===== config.mk =====
export PLATFORM = sky130hd
export DESIGN_NAME = mmio_interconnect
export DESIGN_NICKNAME = d
export VERILOG_FILES = /design/src/rtl/mmio_pkg.sv /design/src/rtl/mmio_slot_decode.sv /design/src/rtl/mmio_interconnect.sv
export SDC_FILE = /design/constraint.sdc
export NUM_CORES = 1
export LEC_CHECK = 0
export BUFFER_PORTS_ARGS = -buffer_cell sky130_fd_sc_hd__buf_2
export CELL_PAD_IN_SITES_DETAIL_PLACEMENT = 2
export CELL_PAD_IN_SITES_GLOBAL_PLACEMENT = 2
export CORE_UTILIZATION = 23
export DETAILED_ROUTE_END_ITERATION = 6
export HOLD_SLACK_MARGIN = 0.05
export PLACE_DENSITY_LB_ADDON = 0.1
export SYNTH_ARGS = -nofsm -noshare
export SYNTH_HDL_FRONTEND = slang
export SYNTH_HIERARCHICAL = 1
export SYNTH_SLANG_ARGS = --single-unit

===== constraint.sdc =====
create_clock -name clk -period 2.4 [get_ports clk]
set_input_delay 0.72 -clock clk [delete_from_list [all_inputs] [get_ports clk]]
set_output_delay 0.72 -clock clk [all_outputs]
set_load 0.02 [all_outputs]

===== src/rtl/mmio_pkg.sv =====
// mmio_pkg -- shared types and constants for the MMIO interconnect.
//   state_e    : FSM states IDLE / ACCESS / RESP
//   tgt_kind_e : decoded target kind RAM / SLOT / UNMAPPED
//   DEFAULT_BASE_ADDR : default address of peripheral slot 0
package mmio_pkg;

    localparam logic [31:0] DEFAULT_BASE_ADDR = 32'h1000_0000;

    typedef enum logic [1:0] {
        IDLE   = 2'd0,
        ACCESS = 2'd1,
        RESP   = 2'd2
    } state_e;

    typedef enum logic [1:0] {
        RAM      = 2'd0,
        SLOT     = 2'd1,
        UNMAPPED = 2'd2
    } tgt_kind_e;

endpackage


===== src/rtl/mmio_slot_decode.sv =====
// mmio_slot_decode -- combinational address decoder.
//   addr_i : byte address of the request
//   kind_o : RAM below BASE_ADDR, SLOT for an aligned address inside the
//            slot window, UNMAPPED otherwise
//   slot_o : slot index (valid when kind_o == SLOT)
//   sel_o  : one-hot slot select (all zero unless kind_o == SLOT)
module mmio_slot_decode
    import mmio_pkg::*;
#(
    parameter int          NUM_SLOTS = 8,
    parameter logic [31:0] BASE_ADDR = DEFAULT_BASE_ADDR
) (
    input  logic [31:0]          addr_i,
    output tgt_kind_e            kind_o,
    output logic [4:0]           slot_o,
    output logic [NUM_SLOTS-1:0] sel_o
);

    logic [31:0] off;

    always_comb begin
        // Subtraction only matters when addr_i >= BASE_ADDR, so no wrap issue.
        off    = addr_i - BASE_ADDR;
        kind_o = UNMAPPED;
        slot_o = '0;
        sel_o  = '0;
        if (addr_i < BASE_ADDR) begin
            kind_o = RAM;
        end else if ((off < 32'(4 * NUM_SLOTS)) && (addr_i[1:0] == 2'b00)) begin
            kind_o = SLOT;
            slot_o = 5'(off >> 2);
            for (int i = 0; i < NUM_SLOTS; i++) begin
                sel_o[i] = (5'(off >> 2) == 5'(i));
            end
        end
    end

endmodule


===== src/rtl/mmio_interconnect.sv =====
// mmio_interconnect -- single-outstanding CPU to RAM / peripheral-slot bridge.
//   req_*    : CPU request (valid/ready; accepted only in IDLE)
//   rsp_*    : one-cycle response pulse with registered data / error flag
//   ram_*    : RAM strobes and return path
//   periph_* : one-hot slot select, broadcast address/data, per-slot returns
//   dbg_state: current FSM state
// Handshake: a request transfers on a rising edge where req_valid && req_ready;
// req_ready is high only in IDLE, so requests presented elsewhere are ignored.
// Optional feature: define MMIO_ERR_LOG_EN to add err_count / err_addr.
module mmio_interconnect
    import mmio_pkg::*;
#(
    parameter int          NUM_SLOTS      = 8,
    parameter logic [31:0] BASE_ADDR      = DEFAULT_BASE_ADDR,
    parameter int          DATA_W         = 32,
    parameter int          TIMEOUT_CYCLES = 16
) (
    input  logic                        clk,
    input  logic                        rst_n,
    input  logic                        req_valid,
    output logic                        req_ready,
    input  logic                        req_write,
    input  logic [31:0]                 req_addr,
    input  logic [DATA_W-1:0]           req_wdata,
    output logic                        rsp_valid,
    output logic [DATA_W-1:0]           rsp_rdata,
    output logic                        rsp_err,
    output logic                        ram_re,
    output logic                        ram_we,
    input  logic [DATA_W-1:0]           ram_rdata,
    input  logic                        ram_ack,
    output logic [NUM_SLOTS-1:0]        periph_sel,
    output logic                        periph_re,
    output logic                        periph_we,
    output logic [31:0]                 periph_addr,
    output logic [DATA_W-1:0]           periph_wdata,
    input  logic [NUM_SLOTS*DATA_W-1:0] periph_rdata,
    input  logic [NUM_SLOTS-1:0]        periph_ack,
`ifdef MMIO_ERR_LOG_EN
    output logic [15:0]                 err_count,
    output logic [31:0]                 err_addr,
`endif
    output logic [1:0]                  dbg_state
);

    state_e                state_q;
    tgt_kind_e             kind_q;
    logic [4:0]            slot_q;
    logic                  write_q;
    logic [31:0]           addr_q;
    logic [DATA_W-1:0]     wdata_q;
    logic [7:0]            wait_q;
    logic [NUM_SLOTS-1:0]  sel_q;
    logic                  ram_re_q, ram_we_q, periph_re_q, periph_we_q;
    logic                  rsp_valid_q, rsp_err_q;
    logic [DATA_W-1:0]     rsp_rdata_q;

    tgt_kind_e             dec_kind;
    logic [4:0]            dec_slot;
    logic [NUM_SLOTS-1:0]  dec_sel;

    mmio_slot_decode #(
        .NUM_SLOTS(NUM_SLOTS),
        .BASE_ADDR(BASE_ADDR)
    ) u_decode (
        .addr_i(req_addr),
        .kind_o(dec_kind),
        .slot_o(dec_slot),
        .sel_o (dec_sel)
    );

    // Ack and read data of the registered target only; other slots are ignored.
    logic              ack_hit;
    logic [DATA_W-1:0] rdata_hit;

    always_comb begin
        ack_hit   = 1'b0;
        rdata_hit = '0;
        if (kind_q == RAM) begin
            ack_hit   = ram_ack;
            rdata_hit = ram_rdata;
        end else if (kind_q == SLOT) begin
            for (int i = 0; i < NUM_SLOTS; i++) begin
                if (slot_q == 5'(i)) begin
                    ack_hit   = periph_ack[i];
                    rdata_hit = periph_rdata[i*DATA_W +: DATA_W];
                end
            end
        end
    end

    always_ff @(posedge clk or negedge rst_n) begin
        if (!rst_n) begin
            state_q     <= IDLE;
            kind_q      <= RAM;
            slot_q      <= '0;
            write_q     <= 1'b0;
            addr_q      <= '0;
            wdata_q     <= '0;
            wait_q      <= '0;
            sel_q       <= '0;
            ram_re_q    <= 1'b0;
            ram_we_q    <= 1'b0;
            periph_re_q <= 1'b0;
            periph_we_q <= 1'b0;
            rsp_valid_q <= 1'b0;
            rsp_err_q   <= 1'b0;
            rsp_rdata_q <= '0;
        end else begin
            // Strobes and the response pulse are single-cycle by default.
            ram_re_q    <= 1'b0;
            ram_we_q    <= 1'b0;
            periph_re_q <= 1'b0;
            periph_we_q <= 1'b0;
            rsp_valid_q <= 1'b0;
            case (state_q)
                IDLE: begin
                    if (req_valid) begin
                        write_q <= req_write;
                        addr_q  <= req_addr;
                        wdata_q <= req_wdata;
                        kind_q  <= dec_kind;
                        slot_q  <= dec_slot;
                        wait_q  <= '0;
                        if (dec_kind == UNMAPPED) begin
                            state_q     <= RESP;
                            rsp_valid_q <= 1'b1;
                            rsp_err_q   <= 1'b1;
                            rsp_rdata_q <= '0;
                        end else begin
                            state_q <= ACCESS;
                            if (dec_kind == RAM) begin
                                ram_re_q <= !req_write;
                                ram_we_q <= req_write;
                            end else begin
                                periph_re_q <= !req_write;
                                periph_we_q <= req_write;
                                sel_q       <= dec_sel;
                            end
                        end
                    end
                end
                ACCESS: begin
                    // Ack is checked before the timeout so a last-cycle ack wins.
                    if (ack_hit) begin
                        state_q     <= RESP;
                        sel_q       <= '0;
                        rsp_valid_q <= 1'b1;
                        rsp_err_q   <= 1'b0;
                        rsp_rdata_q <= write_q ? '0 : rdata_hit;
                    end else if (wait_q == 8'(TIMEOUT_CYCLES - 1)) begin
                        state_q     <= RESP;
                        sel_q       <= '0;
                        rsp_valid_q <= 1'b1;
                        rsp_err_q   <= 1'b1;
                        rsp_rdata_q <= '0;
                    end else begin
                        wait_q <= wait_q + 8'd1;
                    end
                end
                RESP: begin
                    state_q <= IDLE;
                end
                default: begin
                    state_q <= IDLE;
                end
            endcase
        end
    end

`ifdef MMIO_ERR_LOG_EN
    logic [15:0] err_count_q;
    logic [31:0] err_addr_q;

    always_ff @(posedge clk or negedge rst_n) begin
        if (!rst_n) begin
            err_count_q <= '0;
            err_addr_q  <= '0;
        end else if ((state_q == RESP) && rsp_err_q) begin
            if (err_count_q != 16'hFFFF) begin
                err_count_q <= err_count_q + 16'd1;
            end
            err_addr_q <= addr_q;
        end
    end

    assign err_count = err_count_q;
    assign err_addr  = err_addr_q;
`endif

    assign req_ready    = (state_q == IDLE);
    assign rsp_valid    = rsp_valid_q;
    assign rsp_rdata    = rsp_rdata_q;
    assign rsp_err      = rsp_err_q;
    assign ram_re       = ram_re_q;
    assign ram_we       = ram_we_q;
    assign periph_sel   = sel_q;
    assign periph_re    = periph_re_q;
    assign periph_we    = periph_we_q;
    assign periph_addr  = addr_q;
    assign periph_wdata = wdata_q;
    assign dbg_state    = state_q;

endmodule


==> load_flow_metrics.sql, run 1 <==
INSERT INTO impl_metrics (metric_group, metric, value, unit) VALUES
('synthesis', 'synth_area_per_cell', '8.549', 'um^2'),
('power_and_ir_drop', 'switchingPower', '2.694', 'mW'),
('timing', 'grt_setup_unrepaired', 'true', ''),
('timing', 'tightestPinTransition', '0.5102', 'ns'),
('timing', 'timing.setup.tns', '0', 'ns'),
('timing', 'maxSlewHeadroom', '65.90', '%'),
('cells_and_area', 'drive_above_1_share', '45.68', '%'),
('grt', 'gr-total-overflow', '0', ''),
('floorplan', 'placeableCoreArea', '32540', 'um^2'),
('synthesis', 'async_reset_ff_share', '100.0', '%'),
('critical_path', 'timing_worst_setup_path_type', 'in2reg', ''),
('floorplan', 'io-pin-count', '478', ''),
('routing', 'drt_pass1_iterations', '4', ''),
('synthesis', 'synth_largest_area_cell', 'dfrtp_1', ''),
('floorplan', 'floorplan.rows', '66', ''),
('floorplan', 'die-area', '33810', 'um^2'),
('cts', 'path_clk_slew', '0.07', 'ns'),
('timing', 'maxSlewViolCount', '0', ''),
('cells_and_area', 'top_library_cells_by_usage_in_the_layout_fill_and_taps_aside', 'buf_2, nand2_1, dfrtp_1', ''),
('critical_path', 'crit-reg2reg-capture', 'wait_q[7]', ''),
('cells_and_area', 'layout.cells.most_common', 'buf_2', ''),
('synthesis', 'synth.yosys.seq_area_share', '42.10', '%'),
('routing', 'detail_route.iter0.violations', '273', ''),
('flow_run', 'maxCapViolations', '0', ''),
('routing', 'ant_nets', '0', ''),
('placed_design', 'dpl_worst_slack', '-0.4429', 'ns'),
('cts', 'tritoncts', 'yes', ''),
('synthesis', 'synthesis.area', '7609', 'um^2'),
('synthesis', 'yosysWarnings', '6', ''),
('critical_path', 'timing.reg2reg.setup_slack', '0.04', 'ns'),
('routing', 'dr_wl_met3', '2584', 'um'),
('cells_and_area', 'area.growth.synth_to_final', '54.09', '%'),
('critical_path', 'timing.critical_path.required', '2.74', 'ns'),
('cts', 'clk_sinks', '128', ''),
('cts', 'worstSkewPairLatency', '0.43', 'ns'),
('placed_design', 'numPortBuffers', '477', ''),
('power_and_ir_drop', 'p_clk_share', '33.3', '%'),
('power_and_ir_drop', 'powerDensity', '639.5', 'nW/um^2'),
('run_status', 'outcome', 'completed', ''),
('timing', 'period_share', '98.93', '%'),
('synthesis', 'synth-seq-cells', '128', ''),
('placed_design', 'place.gp.congestion', '0.8600', ''),
('grt', 'grt_pass1_wl', '57900', 'um'),
('timing', 'final-hold-violation-count', '0', ''),
('floorplan', 'floorplan.initialDensity', '23.38', '%'),
('cells_and_area', 'layout.cells.non_filler', '1843', ''),
('cts', 'clock_tree.buffer_depth', '2', ''),
('grt', 'number_of_antenna_violations_at_the_first_check_in_global_routing', '15', ''),
('synthesis', 'synth_edf_count', '0', ''),
('power_and_ir_drop', 'vdd_ir_drop_max', '422.5', 'uV'),
('power_and_ir_drop', 'power.share.sequential', '35.9', '%'),
('routing', 'wirelength_met1', '15720', 'um'),
('critical_path', 'crit_path_start_kind', 'input pin', ''),
('synthesis', 'yosys-top-cells-area', 'dfrtp_1, nand2_1, o221ai_1', ''),
('power_and_ir_drop', 'p_int', '4.804', 'mW'),
('power_and_ir_drop', 'power.share.combinational', '30.8', '%'),
('floorplan', 'overall_die_height', '183.9', 'um'),
('timing', 'setup_viol_count_final', '0', ''),
('hold_path', 'min-delay-path-class', 'in2async', ''),
('synthesis', 'ys_types', '62', ''),
('critical_path', 'rr_startpoint', 'slot_q[4]', ''),
('cells_and_area', 'design.final.nets', '1744', ''),
('synthesis', 'most_frequently_used_flop_master_after_synthesis', 'dfrtp_1', ''),
('critical_path', 'worstRegToRegCells', '8', ''),
('timing', 'finClkSkew', '0.01760', 'ns'),
('floorplan', 'dieWidth', '183.9', 'um'),
('routing', 'routedWlPerCell', '21.26', 'um'),
('synthesis', 'yosys.area.top_type_share', '42.10', '%'),
('placed_design', 'placedCellCount', '1795', ''),
('critical_path', 'timing.critical_path.to_type', 'register', ''),
('timing', 'setup_slack', '0.02571', 'ns');
## routing by layer
layer	track usage (%)	vias to the layer above
met5	0	-
met4	6.900	10
met3	6.319	42
met2	40.68	275
met1	25.73	4353
li1	-	4233
## state kept, by name, summed over array words and instances, names as in the netlist
register / cells
ram_we: 1
periph_wdata: 32
dbg_state: 2
periph_re: 1
periph_sel: 8
periph_addr: 32
ram_re: 1
wait_q: 8
write_q: 1
slot_q: 5
rsp_err: 1
kind_q: 2
periph_we: 1
rsp_valid: 1
rsp_rdata: 32
## layout make-up
class	instances	area (um^2)
Clock inverter	14	128.9
Clock buffer	17	425.4
Multi-Input combinational cell	668	4242
Sequential cell	128	3206
Inverter	18	67.56
Timing Repair Buffer	545	3074
Antenna cell	11	27.53
Fill cell	3839	20810
Tap cell	442	553.0
## through the flow
stage                     util [%]  hold slack, ns  cell area (um^2)
final                        36.03          0.2090             11720
after global routing         36.01          0.2157             11720
after CTS                    35.33          0.2058             11500
after detailed placement     33.37          0.4617             10860
after global placement       33.37          0.4523             10860
after floorplan                  -          0.4244              7665
## kinds of logic (layout without fill, tap and decap cells)
kind of cell               Yosys count  count (layout)  share of synthesized area (%)
AOI/OAI and AO/OA                  243             243                          24.14
adders and majority gates            1               1                         0.1644
buffers and inverters               95             594                          5.361
DFF                                128             128                          42.10
muxes                               35              35                          4.736
other                                1              13                        0.04929
and+or+nand+nor                    387             387                          23.45
## worst max-delay path by stage
| stage | start | endpoint | slack, ns | depth (start not counted) |
|---|---|---|---|---|
| after global routing | req_addr[19] | rsp_rdata[15] | -0.04 | 12 |
| after detailed placement | req_addr[23] | rsp_rdata[10] | -0.44 | 11 |
| after global placement | req_addr[23] | rsp_rdata[5] | -0.43 | 11 |
| final | req_addr[19] | rsp_rdata[15] | 0.03 | 12 |
| after floorplan | req_addr[26] | rsp_rdata[0] | -0.07 | 10 |
| after CTS | req_addr[29] | rsp_rdata[14] | 0.03 | 12 |
## Yosys cell counts (all sizes together) (5+ instances only)
cell type,number
nor4,15
nand2,249
o31ai,23
a22oi,22
nand4,5
buf,22
a21oi,49
o22ai,26
nor3,13
nand2b,5
o21ai,6
inv,17
mux2i,27
and2,6
nand3,6
o221ai,50
nor3b,22
or2,5
a22o,8
nor2,30
mux2,8
clkbuf,55
nor2b,14
dfrtp,128
a311oi,8
o2bb2ai,31
## critical path, cell delays in order
cell	delay (ns)
buf_2	0.12
nor4_4	0.28
buf_4	0.15
nand4_1	0.17
o21a_1	0.26
nor2b_4	0.14
nand2_2	0.09
inv_2	0.06
o31ai_4	0.24
buf_6	0.19
buf_8	0.15
o2bb2ai_1	0.12
## timing repair
| action | CTS | global route |
|---|---|---|
| buffers inserted | 2 | 2 |
| gates cloned | 1 | 1 |
| resized for setup | 13 | 29 |
| endpoints found under the setup margin | 44 | 49 |
| hold buffers | 0 | 0 |
| pin swaps | 2 | 4 |
## power by group through the flow
stage               Combinational [mW]  Clock, mW  Sequential [mW]
floorplan                        0.737          0             3.12
global placement                  2.21          0             2.71
detailed placement                2.25          0             2.72
CTS                               2.29       2.59             2.70
global route                      2.53       2.68             2.75
finish                            2.31       2.49             2.69
Power figures use the tool's default switching activity.
==> run 2, diff against run 1 <==
Settings changed: ABC_CLOCK_PERIOD_IN_PS set to 2400, CORE_UTILIZATION 23 to 22, SYNTH_HIERARCHICAL 1 to not set.
==> load_flow_metrics.sql, run 2 <==
INSERT INTO impl_metrics (metric_group, metric, value, unit) VALUES
('placed_design', 'placedCellCount', '1828', ''),
('critical_path', 'timing.critical_path.arrival', '2.70', 'ns'),
('power_and_ir_drop', 'power.share.combinational', '22.2', '%'),
('critical_path', 'timing.critical_path.required', '2.77', 'ns'),
('power_and_ir_drop', 'leakagePower', '6.307', 'nW'),
('synthesis', 'ys_types', '43', ''),
('timing', 'grt_setup_unrepaired', 'true', ''),
('cts', 'cts.hold.buffers_added', '0', ''),
('power_and_ir_drop', 'p_clk_share', '41.5', '%'),
('flow_run', 'maxCapViolations', '0', ''),
('placed_design', 'place.gp.congestion', '0.8292', ''),
('cells_and_area', 'drive_above_1_share', '43.79', '%'),
('cells_and_area', 'top_library_cells_by_usage_in_the_layout_fill_and_taps_aside', 'buf_2, nand2_1, dfrtp_1', ''),
('synthesis', 'synth.yosys.seq_area_share', '42.62', '%'),
('routing', 'routedWlPerCell', '22.41', 'um'),
('grt', 'number_of_antenna_violations_at_the_first_check_in_global_routing', '9', ''),
('synthesis', 'synth_largest_area_cell', 'dfrtp_1', ''),
('timing', 'period_share', '97.18', '%'),
('cells_and_area', 'layout.cells.most_common', 'buf_2', ''),
('cells_and_area', 'layout.cells.non_filler', '1871', ''),
('synthesis', 'synth_edf_count', '0', ''),
('placed_design', 'place_hpwl', '32210', 'um'),
('synthesis', 'yosysMostFrequentCell', 'nand2_1', ''),
('power_and_ir_drop', 'p_int', '4.827', 'mW'),
('timing', 'final-hold-violation-count', '0', ''),
('power_and_ir_drop', 'switching_share', '29.55', '%'),
('critical_path', 'crit_path_start_kind', 'register', ''),
('timing', 'finClkSkew', '0.007243', 'ns'),
('synthesis', 'async_reset_ff_share', '100.0', '%'),
('grt', 'gr-total-overflow', '0', ''),
('timing', 'period_minus_slack', '2.332', 'ns'),
('cts', 'tritoncts', 'yes', ''),
('synthesis', 'synth_area_per_cell', '8.223', 'um^2'),
('run_status', 'outcome', 'completed', ''),
('cells_and_area', 'final_core_utilization', '34.97', '%'),
('floorplan', 'floorplan.rows', '67', ''),
('synthesis', 'synthesis.area', '7516', 'um^2'),
('timing', 'maxSlewViolCount', '0', ''),
('routing', 'ant_nets', '0', ''),
('critical_path', 'cpMaxStageDelayCell', 'dfrtp_2', ''),
('routing', 'route.detailed.vias_per_inst', '4.850', ''),
('floorplan', 'floorplan.initialDensity', '22.41', '%'),
('synthesis', 'most_frequently_used_flop_master_after_synthesis', 'dfrtp_1', ''),
('synthesis', 'post_synth_inst_count', '914', ''),
('routing', 'drt-total-wl', '41940', 'um'),
('critical_path', 'timing.critical_path.to_type', 'register', ''),
('power_and_ir_drop', 'switchingPower', '2.024', 'mW'),
('cts', 'cts_htree_levels', '4', ''),
('synthesis', 'synthesis.nets', '1280', ''),
('critical_path', 'cp_slowest_stage_delay', '0.41', 'ns'),
('floorplan', 'io-pin-count', '478', ''),
('critical_path', 'critical_path.n_buffers_inverters', '4', ''),
('power_and_ir_drop', 'vdd_ir_drop_max', '422.6', 'uV'),
('grt', 'first_global_vias', '10110', ''),
('critical_path', 'critical_path_fanout_max', '8', ''),
('cells_and_area', 'fillers', '4003', ''),
('critical_path', 'timing_worst_setup_path_type', 'reg2reg', ''),
('cts', 'worstSkewPairLatency', '0.43', 'ns'),
('synthesis', 'synth-seq-cells', '128', ''),
('cells_and_area', 'design.final.nets', '1769', ''),
('cells_and_area', 'stdcell_area', '11730', 'um^2'),
('critical_path', 'path_cells', 'buf_8 > mux2_4 > o211ai_1 > o32ai_4 > buf_6 > o21ai_4 > nor2b_4 > buf_12 > clkbuf_16 > a22o_1', ''),
('routing', 'route.detailed.drc', '0', ''),
('cts', 'clk_sinks', '128', ''),
('critical_path', 'cp_top_family', 'compound AO/OA/AOI/OAI gates', ''),
('synthesis', 'yosysWarnings', '0', ''),
('power_and_ir_drop', 'power.share.sequential', '36.4', '%'),
('floorplan', 'dieWidth', '186.8', 'um'),
('grt', 'grt_max_degree', '95', ''),
('floorplan', 'placeableCoreArea', '33530', 'um^2'),
('timing', 'tightestPinTransition', '0.7496', 'ns'),
('routing', 'detail_route.iter0.violations', '252', ''),
('floorplan', 'overall_die_height', '186.8', 'um'),
('placed_design', 'numPortBuffers', '477', ''),
('cts', 'clock_buffer_count_from_cts', '17', ''),
('cts', 'path_clk_slew', '0.06', 'ns'),
('routing', 'drt_pass1_iterations', '4', ''),
('grt', 'grt_pass1_wl', '62710', 'um'),
('synthesis', 'yosys.area.top_type_share', '42.62', '%'),
('power_and_ir_drop', 'powerDensity', '584.2', 'nW/um^2'),
('timing', 'maxSlewHeadroom', '50.03', '%'),
('cells_and_area', 'area.growth.synth_to_final', '56.02', '%'),
('timing', 'timing.hold.ws', '0.1896', 'ns'),
('placed_design', 'dpl_cell_area', '10840', 'um^2'),
('timing', 'timing.setup.tns', '0', 'ns'),
('routing', 'routed_vias', '9075', ''),
('hold_path', 'min-delay-path-class', 'in2async', ''),
('grt', 'grt.total_usage', '23.80', '%'),
('timing', 'fmaxAchievable', '428.8', 'MHz'),
('cts', 'clock-root-buffer', 'clkbuf_16', ''),
('synthesis', 'yosys-top-cells-count', 'nand2_1, dfrtp_1, inv_1', ''),
('floorplan', 'die-area', '34910', 'um^2'),
('timing', 'setup_viol_count_final', '0', ''),
('cts', 'clock_tree.buffer_depth', '2', ''),
('synthesis', 'yosys-top-cells-area', 'dfrtp_1, nand2_1, a22o_1', '');
==> run 2: changes by cell type after synthesis, sizes merged, moves of 9 or more <==
cell,before,now
nor3b,22,1
o31ai,23,2
o2bb2ai,31,3
a21oi,49,10
o21ai,6,40
o21a,1,29
nor2b,14,2
nand2,249,278
mux2i,27,4
a22o,8,60
clkbuf,55,64
inv,17,66
o22ai,26,35
==> run 2: area by class of cell <==
class                           count  area (um^2)  area share, %
Antenna cell                        7        17.52         0.1494
Clock buffer                       23        478.0          4.076
Clock inverter                      9        155.1          1.323
Inverter                           66        247.7          2.113
Multi-Input combinational cell    641         3890          33.17
Sequential cell                   128         3211          27.38
Tap cell                          448        560.5          4.780
Timing Repair Buffer              549         3167          27.01
==> run 2: what timing repair did <==
item	CTS	global route
pin swaps	2	12
gates cloned	1	2
gates resized for setup	11	13
setup buffers	1	2
setup endpoints to repair	44	35
==> run 2: per-stage QoR <==
| step | power, mW | worst slack (ns) |
|---|---|---|
| after global routing | 7.173 | -0.03324 |
| after detailed placement | 3.993 | -0.3987 |
| after CTS | 6.919 | -0.005476 |
| after global placement | 3.958 | -0.2921 |
| after floorplan | 3.162 | 0.005395 |
| final | 6.851 | 0.06774 |
==> run 2: path summary, 6_finish.rpt <==
| kind | from | to | slack [ns] | cells past startpoint |
|---|---|---|---|---|
| worst max-delay path | slot_q[1] | rsp_rdata[31] | 0.07 | 10 |
| worst min-delay path | rst_n | periph_wdata[10] | 0.19 | 1 |
| worst max register to register | slot_q[1] | rsp_rdata[31] | 0.07 | 10 |
| worst min register to register | periph_wdata[31] | periph_wdata[31] | 0.47 | 2 |
| max in group asynchronous | rst_n | rsp_rdata[11] | 1.56 | 2 |
| min in group clk | periph_wdata[31] | periph_wdata[31] | 0.47 | 2 |
==> run 2: cells by family (layout without fill, tap and decap cells) <==
kind of cell             count (synthesis)  after routing  share of synthesized area, %
AO/OA/AOI/OAI                          273            273                         27.25
AND/OR/NAND/NOR                        348            348                         19.13
other                                    0              7                             0
multiplexers                            19             19                         3.379
buffers and inverters                  145            647                         7.458
adder cells (fa/ha/maj)                  1              1                        0.1664
flip-flops                             128            128                         42.62
==> run 2: power by group through the flow <==
stage	clock network [mW]	logic [mW]	registers [mW]
after detailed placement	0	1.47	2.52
after floorplan	0	0.383	2.78
after global placement	0	1.44	2.51
after CTS	2.91	1.51	2.49
after global routing	2.99	1.67	2.52
final	2.84	1.52	2.49
==> run 2: worst reg2reg max path, delay by kind of cell (launching register included) <==
| family | cells | cell delay, ns |
|---|---|---|
| AO/OA/AOI/OAI | 4 | 0.71 |
| multiplexers | 1 | 0.31 |
| buffers and inverters | 4 | 0.62 |
| AND/OR/NAND/NOR | 1 | 0.24 |
| flip-flops | 1 | 0.41 |
==> run 2: per-layer routing <==
layer  GRT usage, %  wire (um)
met2          43.27      21520
met5              0         25
met4          8.575       1087
met3          5.947       2516
met1          26.76      16790
==> run 3, diff against run 2 <==
Settings changed: PLACE_DENSITY_LB_ADDON 0.1 to 0.08.
==> load_flow_metrics.sql, run 3 (synthesis gave the netlist of run 2 again) <==
INSERT INTO impl_metrics (metric_group, metric, value, unit) VALUES
('run_status', 'outcome', 'completed', ''),
('floorplan', 'placeableCoreArea', '33530', 'um^2'),
('hold_path', 'min-delay-path-class', 'in2async', ''),
('critical_path', 'crit_path_start_kind', 'register', ''),
('floorplan', 'io-pin-count', '478', ''),
('power_and_ir_drop', 'powerDensity', '558.7', 'nW/um^2'),
('routing', 'routedWlPerCell', '22.24', 'um'),
('timing', 'setup_slack', '0.03506', 'ns'),
('grt', 'grt.total_usage', '23.45', '%'),
('placed_design', 'dpl_worst_slack', '-0.3605', 'ns'),
('cells_and_area', 'top_library_cells_by_usage_in_the_layout_fill_and_taps_aside', 'buf_2, nand2_1, dfrtp_1', ''),
('critical_path', 'timing.critical_path.required', '2.71', 'ns'),
('critical_path', 'critical_path_fanout_max', '8', ''),
('cells_and_area', 'drive_above_1_share', '43.76', '%'),
('timing', 'finClkSkew', '0.01674', 'ns'),
('routing', 'dr_wl_met3', '2458', 'um'),
('routing', 'maxUsedRoutingLayer', 'met5', ''),
('cts', 'clk_sinks', '128', ''),
('grt', 'number_of_antenna_violations_at_the_first_check_in_global_routing', '13', ''),
('cts', 'tritoncts', 'yes', ''),
('routing', 'route.detailed.drc', '0', ''),
('floorplan', 'floorplan.initialDensity', '22.41', '%'),
('floorplan', 'dieWidth', '186.8', 'um'),
('cts', 'cts_htree_levels', '4', ''),
('cells_and_area', 'design.final.nets', '1763', ''),
('timing', 'maxSlewViolCount', '0', ''),
('cts', 'clock_buffer_count_from_cts', '17', ''),
('critical_path', 'cpMaxStageDelayCell', 'a311o_2', ''),
('routing', 'route.met2.wl', '21250', 'um'),
('cells_and_area', 'layout.cells.most_common', 'buf_2', ''),
('grt', 'grt_max_degree', '82', ''),
('routing', 'routed_vias', '9122', ''),
('grt', 'grt_pass1_wl', '62330', 'um'),
('cells_and_area', 'fillers', '3962', ''),
('power_and_ir_drop', 'vdd_ir_drop_max', '337.7', 'uV'),
('timing', 'timing.setup.tns', '0', 'ns'),
('grt', 'first_global_vias', '10000', ''),
('floorplan', 'floorplan.rows', '67', ''),
('timing', 'tightestPinTransition', '0.5269', 'ns'),
('cts', 'clock_tree.buffer_depth', '2', ''),
('flow_run', 'maxCapViolations', '0', ''),
('critical_path', 'cp_slowest_stage_delay', '0.52', 'ns'),
('routing', 'wirelength_met1', '16800', 'um'),
('critical_path', 'timing.critical_path.arrival', '2.67', 'ns'),
('cts', 'path_clk_slew', '0.07', 'ns'),
('power_and_ir_drop', 'leakagePower', '6.227', 'nW'),
('placed_design', 'place.gp.congestion', '0.8020', ''),
('routing', 'drt-total-wl', '41520', 'um'),
('routing', 'ant_nets', '0', ''),
('critical_path', 'path_cells', 'ha_1 > or4b_1 > or3_1 > a311o_2 > mux2_2', ''),
('placed_design', 'place_hpwl', '32010', 'um'),
('critical_path', 'timing_worst_setup_path_type', 'reg2reg', ''),
('floorplan', 'overall_die_height', '186.8', 'um'),
('routing', 'drt_pass1_iterations', '4', ''),
('cells_and_area', 'area.growth.synth_to_final', '53.50', '%'),
('timing', 'setup_viol_count_final', '0', ''),
('floorplan', 'die-area', '34910', 'um^2'),
('timing', 'maxSlewHeadroom', '64.88', '%'),
('routing', 'route.detailed.vias_per_inst', '4.886', ''),
('timing', 'period_minus_slack', '2.365', 'ns'),
('cts', 'clock-root-buffer', 'clkbuf_16', ''),
('grt', 'gr-total-overflow', '0', ''),
('timing', 'fmaxAchievable', '422.8', 'MHz'),
('routing', 'detail_route.iter0.violations', '276', ''),
('timing', 'final-hold-violation-count', '0', ''),
('critical_path', 'timing.critical_path.to_type', 'register', ''),
('cts', 'worstSkewPairLatency', '0.43', 'ns'),
('timing', 'period_share', '98.54', '%'),
('placed_design', 'numPortBuffers', '477', ''),
('critical_path', 'worstRegToRegCells', '5', '');
## run 3: changes by cell type in the layout (fill, tap and decap cells not counted), sizes merged
cell / delta
bufinv: -4
clkinvlp: +1
inv: +7
clkinv: +1
buf: -5
diode: +2
clkbuf: -6
## run 3: cell type report
| cell class | count | area [um^2] | share of cell area, % |
|---|---|---|---|
| Antenna cell | 9 | 22.52 | 0.1952 |
| Clock buffer | 18 | 439.2 | 3.807 |
| Clock inverter | 14 | 123.9 | 1.074 |
| Inverter | 66 | 247.7 | 2.147 |
| Multi-Input combinational cell | 641 | 3831 | 33.21 |
| Sequential cell | 128 | 3211 | 27.83 |
| Tap cell | 448 | 560.5 | 4.858 |
| Timing Repair Buffer | 543 | 3102 | 26.88 |
## run 3: path summary, 6_finish.rpt
kind                                 startpoint              end  slack, ns
worst max-delay path                  wait_q[0]    periph_sel[0]       0.04
worst min-delay path                      rst_n  periph_addr[19]       0.11
worst max register to register        wait_q[0]    periph_sel[0]       0.04
worst min register to register  periph_addr[31]  periph_addr[31]       0.47
max in group asynchronous                 rst_n        slot_q[0]       1.67
min in group clk                periph_addr[31]  periph_addr[31]       0.47
## run 3: per-stage QoR
stage | total power, mW | util (%) | cells | area, um^2 | hold slack (ns)
4_1_cts | 6.569 | 34.03 | 1853 | 11410 | 0.1077
3_5_place_dp | 3.988 | 32.28 | 1821 | 10830 | 0.4594
6_report | 6.446 | 34.41 | 1867 | 11540 | 0.1098
2_1_floorplan | 3.162 | - | 914 | 7518 | 0.4244
3_3_place_gp | 3.952 | 32.28 | 1821 | 10830 | 0.4522
5_1_grt | 6.820 | 34.38 | 1864 | 11530 | 0.1047
## run 3: report_power, final
part	total, mW	switching [mW]	leakage [nW]	internal [mW]
logic	1.44	0.859	4.29	0.584
registers	2.49	0.120	1.66	2.37
clock network	2.51	1.12	0.274	1.39
## run 3: timing repair
| action | CTS | global route |
|---|---|---|
| gates cloned | 0 | 2 |
| setup endpoints to repair | 10 | 42 |
| pin swaps | 2 | 4 |
| resized for setup | 5 | 10 |
| setup buffers | 0 | 3 |
| hold buffers | 0 | 0 |
## run 3: critical path: cells and delay by family (launching register included)
family                   cells  cell delay, ns
AO/OA/AOI/OAI                1            0.52
adder cells (fa/ha/maj)      1            0.18
flip-flops                   1            0.35
multiplexers                 1            0.31
AND/OR/NAND/NOR              2            0.90
## run 3: layer usage
metal	GRT usage [%]	vias up
li1	-	4223
met1	27.10	4511
met2	41.82	332
met3	6.210	48
met4	7.661	8
met5	0	-
